**src/rtl/bcd_stopwatch_counter.sv**
```systemverilog
`default_nettype none
// ============================================================================
// Module   : bcd_stopwatch_counter
// Brief    : Two-digit BCD stopwatch (00-99) with start/stop, lap and clear
//            buttons, a clock-divided count tick and registered display nibbles.
// Revision : 1.0 - initial release
// ============================================================================
module bcd_stopwatch_counter #(
    parameter int TICK_DIV = 50000000,
    parameter int CNT_W    = 26
) (
    input  logic       clk_in,
    input  logic       rst,
    input  logic       btn_startstop,
    input  logic       btn_lap,
    input  logic       btn_clear,
    input  logic       up_down,
    output logic [3:0] SN0,
    output logic [3:0] SN1,
    output logic       running,
    output logic       wrap
);

    localparam logic [CNT_W-1:0] c_tick_last = CNT_W'(TICK_DIV - 1);
    localparam logic [CNT_W-1:0] c_presc_one = CNT_W'(1);

    localparam int c_nbtn    = 3;
    localparam int c_btn_ss  = 0;
    localparam int c_btn_lap = 1;
    localparam int c_btn_clr = 2;

    typedef enum logic [1:0] {
        ST_STOPPED = 2'd0,
        ST_RUNNING = 2'd1,
        ST_LAP     = 2'd2
    } state_t;

    // ------------------------------------------------------------------
    // Button synchronisers and rising-edge detectors
    // ------------------------------------------------------------------
    logic [c_nbtn-1:0] w_btn_raw;
    logic [c_nbtn-1:0] r_btn_meta;
    logic [c_nbtn-1:0] r_btn_sync;
    logic [c_nbtn-1:0] r_btn_prev;
    logic [c_nbtn-1:0] w_btn_rise;

    assign w_btn_raw = {btn_clear, btn_lap, btn_startstop};

    always_ff @(posedge clk_in) begin
        if (rst) begin
            r_btn_meta <= '0;
            r_btn_sync <= '0;
            r_btn_prev <= '0;
        end else begin
            r_btn_meta <= w_btn_raw;
            r_btn_sync <= r_btn_meta;
            r_btn_prev <= r_btn_sync;
        end
    end

    assign w_btn_rise = r_btn_sync & ~r_btn_prev;

    logic w_ev_ss;
    logic w_ev_lap;
    logic w_ev_clr;

    assign w_ev_ss  = w_btn_rise[c_btn_ss];
    assign w_ev_lap = w_btn_rise[c_btn_lap];
    assign w_ev_clr = w_btn_rise[c_btn_clr];

    // ------------------------------------------------------------------
    // Architectural state
    // ------------------------------------------------------------------
    state_t           r_state;
    logic [CNT_W-1:0] r_presc;
    logic [3:0]       r_ones;
    logic [3:0]       r_tens;
    logic [3:0]       r_lap_ones;
    logic [3:0]       r_lap_tens;
    logic [3:0]       r_sn0;
    logic [3:0]       r_sn1;
    logic             r_running;
    logic             r_wrap;

    logic w_active;
    logic w_tick;

    assign w_active = (r_state != ST_STOPPED);
    assign w_tick   = w_active && (r_presc == c_tick_last);

    // ------------------------------------------------------------------
    // BCD step (up or down) of the live count
    // ------------------------------------------------------------------
    logic [3:0] w_step_ones;
    logic [3:0] w_step_tens;
    logic       w_step_wrap;

    always_comb begin
        w_step_ones = r_ones;
        w_step_tens = r_tens;
        w_step_wrap = 1'b0;
        if (up_down) begin
            if (r_ones == 4'd9) begin
                w_step_ones = 4'd0;
                if (r_tens == 4'd9) begin
                    w_step_tens = 4'd0;
                    w_step_wrap = 1'b1;
                end else begin
                    w_step_tens = r_tens + 4'd1;
                end
            end else begin
                w_step_ones = r_ones + 4'd1;
            end
        end else begin
            if (r_ones == 4'd0) begin
                w_step_ones = 4'd9;
                if (r_tens == 4'd0) begin
                    w_step_tens = 4'd9;
                    w_step_wrap = 1'b1;
                end else begin
                    w_step_tens = r_tens - 4'd1;
                end
            end else begin
                w_step_ones = r_ones - 4'd1;
            end
        end
    end

    // ------------------------------------------------------------------
    // Next-state decode: FSM, lap capture, prescaler and count
    // ------------------------------------------------------------------
    state_t           w_state_nxt;
    logic [3:0]       w_lap_ones_nxt;
    logic [3:0]       w_lap_tens_nxt;
    logic [CNT_W-1:0] w_presc_nxt;
    logic [3:0]       w_ones_nxt;
    logic [3:0]       w_tens_nxt;
    logic             w_wrap_nxt;

    always_comb begin
        w_state_nxt    = r_state;
        w_lap_ones_nxt = r_lap_ones;
        w_lap_tens_nxt = r_lap_tens;
        case (r_state)
            ST_STOPPED: begin
                if (w_ev_ss) begin
                    w_state_nxt = ST_RUNNING;
                end
            end
            ST_RUNNING: begin
                // A clear keeps the watch running live, so a lap arriving
                // alongside it is dropped rather than freezing a stale count.
                if (w_ev_ss) begin
                    w_state_nxt = ST_STOPPED;
                end else if (w_ev_lap && !w_ev_clr) begin
                    w_state_nxt    = ST_LAP;
                    w_lap_ones_nxt = r_ones;
                    w_lap_tens_nxt = r_tens;
                end
            end
            ST_LAP: begin
                if (w_ev_ss) begin
                    w_state_nxt = ST_STOPPED;
                end else if (w_ev_clr || w_ev_lap) begin
                    w_state_nxt = ST_RUNNING;
                end
            end
            default: begin
                w_state_nxt = ST_STOPPED;
            end
        endcase
    end

    always_comb begin
        w_presc_nxt = r_presc;
        w_ones_nxt  = r_ones;
        w_tens_nxt  = r_tens;
        w_wrap_nxt  = 1'b0;
        if (w_ev_clr) begin
            w_presc_nxt = '0;
            w_ones_nxt  = 4'd0;
            w_tens_nxt  = 4'd0;
        end else if (w_tick) begin
            w_presc_nxt = '0;
            w_ones_nxt  = w_step_ones;
            w_tens_nxt  = w_step_tens;
            w_wrap_nxt  = w_step_wrap;
        end else if (w_active) begin
            w_presc_nxt = r_presc + c_presc_one;
        end
    end

    // Display selection looks at next-cycle values so the outputs can be
    // registered without adding a cycle of latency behind the count.
    logic [3:0] w_sn0_nxt;
    logic [3:0] w_sn1_nxt;

    always_comb begin
        if (w_state_nxt == ST_LAP) begin
            w_sn0_nxt = w_lap_ones_nxt;
            w_sn1_nxt = w_lap_tens_nxt;
        end else begin
            w_sn0_nxt = w_ones_nxt;
            w_sn1_nxt = w_tens_nxt;
        end
    end

    always_ff @(posedge clk_in) begin
        if (rst) begin
            r_state    <= ST_STOPPED;
            r_presc    <= '0;
            r_ones     <= 4'd0;
            r_tens     <= 4'd0;
            r_lap_ones <= 4'd0;
            r_lap_tens <= 4'd0;
            r_sn0      <= 4'd0;
            r_sn1      <= 4'd0;
            r_running  <= 1'b0;
            r_wrap     <= 1'b0;
        end else begin
            r_state    <= w_state_nxt;
            r_presc    <= w_presc_nxt;
            r_ones     <= w_ones_nxt;
            r_tens     <= w_tens_nxt;
            r_lap_ones <= w_lap_ones_nxt;
            r_lap_tens <= w_lap_tens_nxt;
            r_sn0      <= w_sn0_nxt;
            r_sn1      <= w_sn1_nxt;
            r_running  <= (w_state_nxt != ST_STOPPED);
            r_wrap     <= w_wrap_nxt;
        end
    end

    assign SN0     = r_sn0;
    assign SN1     = r_sn1;
    assign running = r_running;
    assign wrap    = r_wrap;

endmodule
`default_nettype wire

```
**config.mk**
```make
export PLATFORM = sky130hd
export DESIGN_NAME = bcd_stopwatch_counter
export DESIGN_NICKNAME = d
export VERILOG_FILES = /design/src/rtl/bcd_stopwatch_counter.sv
export SDC_FILE = /design/constraint.sdc
export NUM_CORES = 1
export LEC_CHECK = 0
export ABC_AREA = 1
export ABC_CLOCK_PERIOD_IN_PS = 3700
export CAP_MARGIN = 5
export CELL_PAD_IN_SITES_DETAIL_PLACEMENT = 0
export CELL_PAD_IN_SITES_GLOBAL_PLACEMENT = 2
export CORE_ASPECT_RATIO = 1.4
export CORE_MARGIN = 2
export CORE_UTILIZATION = 37
export CTS_CLUSTER_DIAMETER = 150
export DETAILED_ROUTE_END_ITERATION = 12
export GPL_TIMING_DRIVEN = 0
export PLACE_DENSITY = 0.94
export SLEW_MARGIN = 30
export SYNTH_ARGS = -nofsm -noshare
export SYNTH_HDL_FRONTEND = slang
export SYNTH_SLANG_ARGS = --single-unit
```
**constraint.sdc**
```tcl
create_clock -name clk_in -period 3.7 [get_ports clk_in]
set_clock_uncertainty 0.05 [all_clocks]
set_input_delay 0.925 -clock clk_in [delete_from_list [all_inputs] [get_ports clk_in]]
set_output_delay 0.925 -clock clk_in [all_outputs]
set_load 0.02 [all_outputs]
```
-- Word level (Yosys, flattened, before mapping)
Cells that the tools add are included.
- register bits after elaboration: 63
- bits in latches: 0
- bits in writable memories: 0
- bits in read-only memories: 0
- input port bits: 6
- output and inout port bits: 10
- logic and storage cells: 69
- memories kept: 0
- add/subtract/negate cells: 5
- $mul: 0
- divide/modulo/power cells: 0
- magnitude comparators: 0
- equality and inequality tests: 6
- shift-type cells: 0
- muxes and demuxes: 31
- bitwise logic cells: 3
- reduce and logical (&&, ||, !) cells: 11
- operators with widths (operator ; count):
    4-bit 2-to-1 mux ; 20
    26-bit by 1-bit adder with 26-bit output, second input constant ; 1
    26-bit == test, second input constant ; 1
    2-bit 2-to-1 mux ; 5
    4-bit by 1-bit adder with 4-bit output, second input constant ; 2
    4-bit == test, second input constant ; 2
    4-bit zero test ; 2
    4-bit by 1-bit subtractor with 4-bit output, second input constant ; 2
    2-bit case mux with 3 select lines ; 1
    3-bit OR reduction ; 2
    1-bit 2-to-1 mux ; 5
    2-bit == test, second input constant ; 2
    2-bit nonzero test ; 2
    3-bit bitwise AND ; 1
    3-bit inverter ; 1
    2-bit by 1-bit == test with 1-bit output, second input constant ; 1
    1-bit logical AND ; 2
    2-bit zero test ; 1
    1-bit zero test ; 1
    1-bit logical OR ; 1
    1-bit inverter ; 1

-- Longest topological paths before layout
Gate-level depths: netlist of the first run.
- depth after elaboration: 9
- mapped depth: 12
- depth with buffers taken out: 12

-- Worst setup path before layout of the first run
OpenSTA, ideal clock, no wires.
- path kind: in2reg
- start point: in up_down
- end point: reg r_sn0[1], in the netlist SN0[1]
- setup time: 118 ps
- arrival time: 1740 ps
- data required time: 3532 ps
- setup slack: 1792 ps
- cell stages on the path: 8
- path buffers: 1
- cell sequence: clkbuf_1 -> inv_1 -> nand2_1 -> nor2_1 -> a31oi_1 -> nand2_1 -> nand3_1 -> a21oi_1
- word-level cells in the longest chain between the ends: 4
- RTL lines (item ; RTL line ; RTL):
    start: declaration ; 17 ; input logic up_down,
    4-bit 2-to-1 mux ; 102 ; if (up_down) begin
    4-bit 2-to-1 mux ; 183 ; end else if (w_tick) begin
    4-bit 2-to-1 mux ; 179 ; if (w_ev_clr) begin
    4-bit 2-to-1 mux ; 199 ; if (w_state_nxt == ST_LAP) begin
    end signal: assignment ; 227 ; r_sn0 <= w_sn0_nxt;
    end: declaration ; 80 ; logic [3:0] r_sn0;
No other way between the ends.
A chain may end at the register's enable or synchronous reset.

-- Worst setup path after layout of the first run
- start point: reg r_wrap, in the netlist wrap
- end point: out wrap
- RTL lines (item ; RTL line ; RTL):
    start: declaration ; 83 ; logic r_wrap;
    start signal: assignment ; 230 ; r_wrap <= w_wrap_nxt;
    end: declaration ; 21 ; output logic wrap
No word-level cell between the ends.

==> out/results.ini, run 1 <==
[run_status]
status = finished, final reports clean

[finish]
nets = 492
num-fill-cells = 903
multi_input_area_sq_um = 1650
fin_util_pct = 44.5
area_growth_pct = 17.6
antenna_cells = 0
drive_gt1_share_pct = 10.5
seq_area_sq_um = 1260

[yosys]
yosys_warnings = 0
synth_cell_types = 38
synth_cells = 454
yosys.area.top_type_share_pct = 39.1
synth_nets = 467
synth_top_area_cell = dfxtp_1
synth.avg_cell_area_sq_um = 7.10
seq_area_frac_synth_pct = 39.1
syn-cell-area_sq_um = 3220
synth_area_leaders = dfxtp_1 (39%), nand2_1 (9.9%), nor2_1 (8.2%)
synth_seq_cells = 63

[clocking]
htree_levels = 3
clk_pin_slew_ps = 60
ctsResizeCount = 0
cts_tree = yes
clockBufferDepth = 2
post-cts-setup-buffer-count = 0
clock_sinks = 63
cts_root_buffer = clkbuf_16
cts_buffers = 9
clock_latency_ps = 330
cts_hold_buf = 0

[routing]
wirelength_mm = 7.16
num_vias = 2830
drc = 0
wl_per_cell_microns = 12.2
first_pass_iters = 4
viasPerCell = 4.80
postRouteAntennaNets = 0
first_iter_violations = 82

[global_route]
antenna_found_initial = 0
grt_pass1_vias = 2761
grt_max_degree = 13
grt_usage_pct = 16.7
grt.overflow.total = 0
grt_pass1_wl_mm = 12.6

[floorplanning]
core_area_sq_um = 8510
die_x_microns = 82.9
dieArea_sq_um = 9480
ioPinCount = 16
die_y_microns = 114
initial_utilization_pct = 37.9
rows = 40

[setup_path]
startpoint_type = register
worst_ep_required_time_ps = 2720
cp.buffers_inverters = 1
cpPeakStageDelay_ps = 600
critical_path.top_delay_family = buffers and inverters
cp_max_fo = 1
crit_arrival_ps = 1260
crit_slowest_cell = clkdlybuf4s50_1
end_kind = output pin
path_cells = clkdlybuf4s50_1
critPathKind = register to output pin

[timing]
worstMarginPinSlew_ps = 491
maxSlewViolCount = 0
tns_ps = 0
hold_viol = 0
finalCritPeriodShare_pct = 60.3
finalSetupViolCount = 0
fin_crit_ps = 2230
rsz0062_at_grt = false
max_slew_margin_pct = 67.2
max_freq_mhz = 448

[power_and_ir_drop]
leakage_nw = 1.47
powerDensity_nw_per_um2 = 418
peakVddDrop_mv = 0.313

[placed_design]
gp_congestion = 0.848
io_buffers = 14
dp_hpwl_mm = 5.48

[worst_hold_path]
hp-class = register to register

[run]
maxCapViolations = 0

-- cell families after synthesis --
| kind of cell | after synthesis | synth area share, % |
|---|---|---|
| and+or+nand+nor | 236 | 34.0 |
| buffers and inverters | 73 | 9.78 |
| AOI/OAI and AO/OA | 63 | 11.1 |
| DFF | 63 | 39.1 |
| xor gates and xnor gates | 12 | 3.26 |
| adders and majority gates | 7 | 2.72 |
-- worst min-delay path: stages (launching register included) --
cell	delay (ps)
dfxtp_1	290
inv_1	40
nor2_1	30
-- final timing paths --
check                     start  cells past startpoint  slack (ps)             to
setup / recovery           wrap                      1        1470           wrap
hold / removal    r_btn_meta[0]                      2         350  r_btn_sync[0]
setup reg to reg     r_presc[0]                     11        1780    r_presc[19]
hold reg to reg   r_btn_meta[0]                      2         350  r_btn_sync[0]
-- sequential cells by signal, indices dropped and copies added (netlist names) --
signal and count:
SN0 4, SN1 4, r_btn_meta 3, r_btn_prev 3, r_btn_sync 3, r_lap_ones 4
r_lap_tens 4, r_ones 4, r_presc 26, r_state 2, r_tens 4, running 1
wrap 1
-- metrics by stage --
step	cell area [sq um]	power [mW]	setup slack (ps)	std cells	hold slack, ps
final	3790	1.58	1470	589	352
after global routing	3790	1.65	1380	589	378
after CTS	3790	1.61	1450	589	354
after detailed placement	3490	0.764	1170	573	346
after global placement	3490	0.763	1140	573	340
after floorplan	3220	0.744	1790	454	338
-- synthesized netlist by cell type (all sizes together) --
cell	number
nand3	30
nor2	81
nor4	2
nor3	13
o211ai	1
nand2	88
clkbuf	4
xor2	9
nand4	13
xnor2	3
o21bai	2
nand3b	2
buf	3
ha	7
o21ai	30
a31oi	2
inv	63
or2	5
o21a	3
a21oi	25
clkinv	3
dfxtp	63
and3	2
-- layout by cell type (no fill, tap or decap), drive strengths merged, types with 3 or more instances in the layout --
| master | synthesis | layout |
|---|---|---|
| nand2 | 88 | 88 |
| nor2 | 81 | 81 |
| inv | 63 | 65 |
| dfxtp | 63 | 63 |
| nand3 | 30 | 30 |
| o21ai | 30 | 30 |
| a21oi | 25 | 25 |
| clkdlybuf4s50 | 0 | 14 |
| nand4 | 13 | 13 |
| nor3 | 13 | 13 |
| clkbuf | 4 | 13 |
| xor2 | 9 | 9 |
| ha | 7 | 7 |
| clkinv | 3 | 6 |
| or2 | 5 | 5 |
| xnor2 | 3 | 3 |
| buf | 3 | 3 |
| o21a | 3 | 3 |
-- layer usage --
| layer | track usage [%] | part of all wire, % | up-vias |
|---|---|---|---|
| li1 | - | - | 1510 |
| met1 | 18.1 | 43 | 1270 |
| met2 | 29.8 | 52 | 35 |
| met3 | 4.33 | 2.9 | 15 |
| met4 | 8.52 | 2.5 | 0 |
| met5 | 0 | 0 | - |
-- cell type report --
type / instances / area share, %
clock inverter: 7 / 1.85
tap: 105 / 3.47
clock buffer: 9 / 5.94
sequential: 63 / 33.3
inverter: 66 / 6.80
multi-input combinational: 318 / 43.4
timing repair buffer: 14 / 3.70
buffer: 7 / 1.52
-- power breakdown --
part / switching, mW / internal, mW
clock: 0.315 / 0.521
combinational: 0.0381 / 0.0219
sequential: 0.00247 / 0.685
total: 0.355 / 1.23
Power figures use the tool's default switching activity.
==> run 2, diff against run 1 <==
--- a/config.mk
+++ b/config.mk
@@ -6,17 +6,17 @@
 export NUM_CORES = 1
 export LEC_CHECK = 0
 export ABC_AREA = 1
-export ABC_CLOCK_PERIOD_IN_PS = 3700
+export ABC_CLOCK_PERIOD_IN_PS = 2300
 export CAP_MARGIN = 5
 export CELL_PAD_IN_SITES_DETAIL_PLACEMENT = 0
 export CELL_PAD_IN_SITES_GLOBAL_PLACEMENT = 2
 export CORE_ASPECT_RATIO = 1.4
 export CORE_MARGIN = 2
-export CORE_UTILIZATION = 37
+export CORE_UTILIZATION = 34
 export CTS_CLUSTER_DIAMETER = 150
 export DETAILED_ROUTE_END_ITERATION = 12
 export GPL_TIMING_DRIVEN = 0
-export PLACE_DENSITY = 0.94
+export PLACE_DENSITY = 0.88
 export SLEW_MARGIN = 30
 export SYNTH_ARGS = -nofsm -noshare
 export SYNTH_HDL_FRONTEND = slang
==> constraint.sdc (replaced) <==
create_clock -name clk_in -period 2.3 [get_ports clk_in]
set_clock_uncertainty 0.05 [all_clocks]
set_input_delay 0.575 -clock clk_in [delete_from_list [all_inputs] [get_ports clk_in]]
set_output_delay 0.575 -clock clk_in [all_outputs]
set_load 0.02 [all_outputs]
==> out/results.ini, run 2 (same netlist as run 1, synthesis figures left out) <==
[timing]
hold_slack_ps = 354  ; +2.26 ps
maxSlewViolCount = 0  ; unchanged
tns_ps = 0  ; unchanged
worstMarginPinSlew_ps = 441  ; -50.0 ps
fin_crit_ps = 1950
rsz0062_at_grt = false
fin_ws_ps = 345  ; -1120 ps
finalCritPeriodShare_pct = 85.0
max_slew_margin_pct = 70.3  ; +3.1 points
finalSetupViolCount = 0  ; unchanged
hold_viol = 0  ; unchanged
max_freq_mhz = 512

[clocking]
post-cts-setup-buffer-count = 0  ; unchanged
cts_tree = yes
clock_sinks = 63  ; unchanged
cts_buffers = 9  ; unchanged
cts_root_buffer = clkbuf_16
cts_hold_buf = 0  ; unchanged
htree_levels = 3  ; unchanged
ctsResizeCount = 0  ; unchanged
clk_pin_slew_ps = 60  ; about the same
clockBufferDepth = 2  ; unchanged
clock_latency_ps = 340  ; about the same

[placed_design]
place_area_sq_um = 3500  ; +0.18%
dp_hpwl_mm = 5.64  ; +3.0%
gp_congestion = 0.813  ; -4.1%
io_buffers = 14  ; unchanged
dp_slack_ps = 64.3  ; -1100 ps

[setup_path]
cp_common_cell = nand2_1
path_cells = clkinv_1 -> ha_1 -> nand3_1 -> nor2_1 -> nor2_1 -> nand3_1 -> nand2_1 -> nand2_1 -> nand2_1 -> a21oi_1
rr_endpoint = SN1[3]
cp.depth = 10  ; +9
crit_arrival_ps = 2130  ; +870 ps
startpoint_type = register
crit_slowest_cell = dfxtp_1
end_kind = register
critPathKind = register to register
reg2reg_slack_ps = 350  ; -1430 ps
cp.buffers_inverters = 1  ; unchanged
cpPeakStageDelay_ps = 430  ; -170 ps
worstReg2RegStart = r_tens[0]
reg2reg_depth = 10  ; -1
cp_max_fo = 8  ; +7
worst_ep_required_time_ps = 2470  ; -250 ps
critical_path.top_delay_family = simple AND/OR/NAND/NOR gates

[worst_hold_path]
min-delay-start = r_btn_meta[2]
whs_endpoint = r_btn_sync[2]
hold_depth = 2  ; unchanged
hp-class = register to register

[floorplanning]
dieArea_sq_um = 10300  ; +8.4%
rows = 42  ; +5.0%
die_y_microns = 119  ; +4.2%
initial_utilization_pct = 34.5  ; -3.4 points
core_area_sq_um = 9350  ; +9.9%
ioPinCount = 16  ; unchanged
die_x_microns = 86.3  ; +4.1%

[global_route]
grt.overflow.total = 0  ; unchanged
grt_usage_pct = 15.9  ; -0.83 points
grt_pass1_wl_mm = 12.6  ; about the same
antenna_found_initial = 0  ; unchanged
grt_max_degree = 13  ; unchanged
grt_pass1_vias = 2641  ; -4.3%

[finish]
seq_area_sq_um = 1260  ; unchanged
largest_reg_flops = 26  ; unchanged
drive_gt1_share_pct = 10.3  ; -0.21 points
nets = 492  ; unchanged
multi_input_area_sq_um = 1650  ; unchanged
area_growth_pct = 18.6
finish.instance_area_sq_um = 3820  ; +0.89%
largest-register = r_presc
layout_common_cells = nand2_1 (85), nor2_1 (70), dfxtp_1 (63), inv_1 (60), nand3_1 (29)
fin_util_pct = 40.9  ; -3.7 points
final_common_cell = nand2_1
antenna_cells = 0  ; unchanged
num-fill-cells = 997  ; +10%

[routing]
first_iter_violations = 88  ; +7.3%
wl_met3_microns = 208  ; -1.4%
first_pass_iters = 4  ; unchanged
wl_per_cell_microns = 12.5  ; +2.6%
viasPerCell = 4.75  ; -1.1%
wl_met1_mm = 3.24  ; +5.7%
wirelength_mm = 7.41  ; +3.4%
routed.top_layer = met4
drc = 0  ; unchanged
postRouteAntennaNets = 0  ; unchanged
wl_met2_mm = 3.80  ; +2.5%
num_vias = 2822  ; -0.28%

[run]
maxCapViolations = 0  ; unchanged

[power_and_ir_drop]
peakVddDrop_mv = 0.353  ; +13%
leakage_nw = 1.48  ; +0.49%
powerDensity_nw_per_um2 = 698  ; +67%

[run_status]
status = finished, final reports clean

run 2: cell count changes in the layout (fill, tap and decap cells not counted), sizes merged:
cell,delta
inv,-1
clkbuf,+1
clkinv,-1
bufinv,+1
run 2: how the worst max path moves through the flow:
stage               start             to  slack (ps)
2_1_floorplan  r_presc[1]    r_presc[15]         670
4_1_cts        r_presc[0]    r_presc[15]         310
6_report        r_tens[0]         SN1[3]         350
5_1_grt         r_ones[0]         SN1[3]         170
3_3_place_gp          rst      r_tens[2]         100
3_5_place_dp          rst  r_lap_tens[2]          60
run 2: stage by stage:
stage | power [mW] | instances
3_5_place_dp | 1.23 | 578
5_1_grt | 2.77 | 594
4_1_cts | 2.71 | 594
2_1_floorplan | 1.20 | 454
6_report | 2.67 | 594
3_3_place_gp | 1.23 | 578
run 2: final cells by class:
type	count	area share (%)
clock buffers	10	5.99
clock inverters	6	2.45
flip-flops and latches	63	33.0
multi-input cells	318	43.1
well taps	110	3.60
inverters	66	6.74
plain buffers	7	1.51
repair buffers	14	3.66
run 2: report_power, final:
part | leakage [nW] | switching, mW | internal [mW]
clock network | 0.153 | 0.511 | 0.955
logic | 0.818 | 0.0625 | 0.0353
registers | 0.509 | 0.00409 | 1.10
run 2: tightest hold or removal path: cells and delay by family, from the launching register on:
kind                   cells  cell delay (ps)
and+or+nand+nor            1               30
buffers and inverters      1               40
DFF                        1              290
run 2: routing by layer:
| layer | vias up | track usage [%] |
|---|---|---|
| met3 | 11 | 4.23 |
| li1 | 1511 | - |
| met4 | 0 | 7.71 |
| met5 | - | 0 |
| met1 | 1255 | 18.1 |
| met2 | 45 | 26.9 |
==> run 3, diff against run 2 <==
--- a/config.mk
+++ b/config.mk
@@ -6,17 +6,17 @@
 export NUM_CORES = 1
 export LEC_CHECK = 0
 export ABC_AREA = 1
-export ABC_CLOCK_PERIOD_IN_PS = 2300
+export ABC_CLOCK_PERIOD_IN_PS = 1700
 export CAP_MARGIN = 5
 export CELL_PAD_IN_SITES_DETAIL_PLACEMENT = 0
 export CELL_PAD_IN_SITES_GLOBAL_PLACEMENT = 2
 export CORE_ASPECT_RATIO = 1.4
 export CORE_MARGIN = 2
-export CORE_UTILIZATION = 34
+export CORE_UTILIZATION = 31
 export CTS_CLUSTER_DIAMETER = 150
 export DETAILED_ROUTE_END_ITERATION = 12
 export GPL_TIMING_DRIVEN = 0
-export PLACE_DENSITY = 0.88
+export PLACE_DENSITY = 0.85
 export SLEW_MARGIN = 30
 export SYNTH_ARGS = -nofsm -noshare
 export SYNTH_HDL_FRONTEND = slang
==> constraint.sdc (replaced) <==
create_clock -name clk_in -period 1.7 [get_ports clk_in]
set_clock_uncertainty 0.05 [all_clocks]
set_input_delay 0.425 -clock clk_in [delete_from_list [all_inputs] [get_ports clk_in]]
set_output_delay 0.425 -clock clk_in [all_outputs]
set_load 0.02 [all_outputs]
==> out/results.ini, run 3 (same netlist as run 1, synthesis figures left out) <==
[worst_hold_path]
hp-class = register to register
whs_endpoint = r_btn_sync[2]
min-delay-start = r_btn_meta[2]
hold_depth = 2  ; unchanged

[timing]
tns_ps = 0  ; unchanged
max_slew_margin_pct = 68.5  ; -1.8 points
fin_crit_ps = 1680  ; -272 ps
hold_viol = 0  ; unchanged
finalSetupViolCount = 0  ; unchanged
maxSlewViolCount = 0  ; unchanged
max_freq_mhz = 594  ; +16%
finalCritPeriodShare_pct = 99.0  ; +14 points
rsz0062_at_grt = true
worstMarginPinSlew_ps = 472  ; +30.9 ps
fin_ws_ps = 16.9  ; -328 ps

[clocking]
cts_tree = yes
cts_buffers = 9  ; unchanged
clk_pin_slew_ps = 60  ; about the same
clock_sinks = 63  ; unchanged
htree_levels = 3  ; unchanged
clock_latency_ps = 330  ; about the same
clockBufferDepth = 2  ; unchanged
cts_root_buffer = clkbuf_16

[setup_path]
worstReg2RegStart = r_presc[1]
worst_ep_required_time_ps = 1860  ; -610 ps
path_cells = ha_4 -> nand2_4 -> nor2_4 -> nand3b_4 -> inv_2 -> nand3_4 -> inv_8 -> nor2_8 -> buf_2 -> o21ai_0 -> a21oi_1
crit_slowest_cell = dfxtp_4
reg2reg_depth = 11  ; +1
cpPeakStageDelay_ps = 360  ; -70 ps
cp_max_fo = 6  ; -2
crit_arrival_ps = 1850  ; -280 ps
cp.buffers_inverters = 3  ; +2
critPathKind = register to register
reg2reg_slack_ps = 20  ; -330 ps
critical_path.top_delay_family = simple AND/OR/NAND/NOR gates
startpoint_type = register
end_kind = register
rr_endpoint = r_presc[11]
cp.depth = 11  ; +1

[floorplanning]
die_y_microns = 125  ; +4.6%
initial_utilization_pct = 31.5  ; -3.0 points
ioPinCount = 16  ; unchanged
rows = 44  ; +4.8%
core_area_sq_um = 10200  ; +9.5%
die_x_microns = 90.2  ; +4.5%
dieArea_sq_um = 11200  ; +9.3%

[power_and_ir_drop]
p_seq_share_pct = 43.2  ; +1.8 points
switching_share_pct = 23.0  ; +1.4 points
leakage_nw = 1.71  ; +15%
powerDensity_nw_per_um2 = 808  ; +16%
peakVddDrop_mv = 0.530  ; +50%
power.switching_mw = 0.794  ; +38%
pwr-share-comb_pct = 5.0  ; +1.3 points
clkPwrFrac_pct = 51.8  ; -3.1 points
p_int_mw = 2.66  ; +27%

[finish]
layout_common_cells = nand2_1 (80), nor2_1 (64), inv_1 (52), dfxtp_1 (45), nand3_1 (22)
area_growth_pct = 32.6
antenna_cells = 0  ; unchanged
largest-register = r_presc
nets = 514  ; +4.5%
drive_gt1_share_pct = 27.5  ; +17 points
final_common_cell = nand2_1
largest_reg_flops = 26  ; unchanged

[run]
maxCapViolations = 0  ; unchanged

[routing]
drc = 0  ; unchanged
wirelength_mm = 8.25  ; +11%
viasPerCell = 4.58  ; -3.6%
wl_per_cell_microns = 12.8  ; +2.7%
first_iter_violations = 111  ; +26%
first_pass_iters = 4  ; unchanged
num_vias = 2950  ; +4.5%
postRouteAntennaNets = 0  ; unchanged

[placed_design]
gp_congestion = 0.819  ; +0.69%
dp_hpwl_mm = 5.78  ; +2.4%
io_buffers = 14  ; unchanged
dp_slack_ps = -374  ; -438 ps

[global_route]
grt_pass1_vias = 2799  ; +6.0%
grt_usage_pct = 14.8  ; -1.1 points
grt_max_degree = 12  ; -1
grt_pass1_wl_mm = 13.1  ; +4.2%
grt.overflow.total = 0  ; unchanged
antenna_found_initial = 0  ; unchanged

[run_status]
status = finished, final reports clean

==> run 3: worst reg2reg max path, stage by stage (launching register included) <==
cell and delay (ps):
dfxtp_4 360, ha_4 160, nand2_4 60, nor2_4 140, nand3b_4 120, inv_2 80
nand3_4 140, inv_8 110, nor2_8 50, buf_2 170, o21ai_0 80, a21oi_1 50
==> run 3: worst max-delay path by stage <==
stage / slack, ps / to / from
after global placement: -340 / r_btn_meta[2] / rst
after floorplan: 70 / r_presc[15] / r_presc[1]
after detailed placement: -370 / r_lap_ones[0] / rst
after global routing: -70 / r_presc[11] / r_presc[1]
after CTS: 3 / SN1[3] / r_tens[0]
final: 20 / r_presc[11] / r_presc[1]
==> run 3: power by group through the flow <==
stage               clock network, mW  logic (mW)  registers, mW
detailed placement                  0       0.136           1.53
global placement                    0       0.135           1.53
finish                           1.79       0.171           1.49
CTS                              1.83       0.137           1.50
global route                     1.90       0.190           1.49
floorplan                           0      0.0872           1.53
==> run 3: area by class of cell <==
class	instances	area, sq um
clock inverters	4	28.8
inverters	66	273
repair buffers	35	308
plain buffers	7	60.1
flip-flops and latches	63	1290
fillers	1077	5960
multi-input cells	319	1880
clock buffers	12	267
well taps	138	173
==> run 3: what timing repair did <==
action                     CTS  global route
setup buffers                8            12
hold endpoints to repair     0             0
resized for setup           35            73
hold buffers                 0             0
setup endpoints to repair   69            33
cloned                       0             2
pin swaps                    4            18
==> run 3: metrics by stage <==
step | instance area, sq um | cells | hold slack (ps) | power (mW) | utilization [%]
CTS | 3950 | 630 | 357 | 3.46 | 38.5
finish | 4280 | 644 | 352 | 3.46 | 41.8
floorplan | 3220 | 454 | 338 | 1.62 | -
detailed placement | 3540 | 606 | 349 | 1.66 | 34.5
global placement | 3540 | 606 | 347 | 1.66 | 34.5
global route | 4280 | 644 | 372 | 3.58 | 41.8
==> run 3: layer usage <==
metal  vias to the layer above  routed length (microns)  track usage [%]
li1                       1564                        -                -
met1                      1335                     3340             15.3
met2                        34                     4480             26.9
met3                        17                      223             3.81
met4                         0                      206             7.96
met5                         -                        0                0
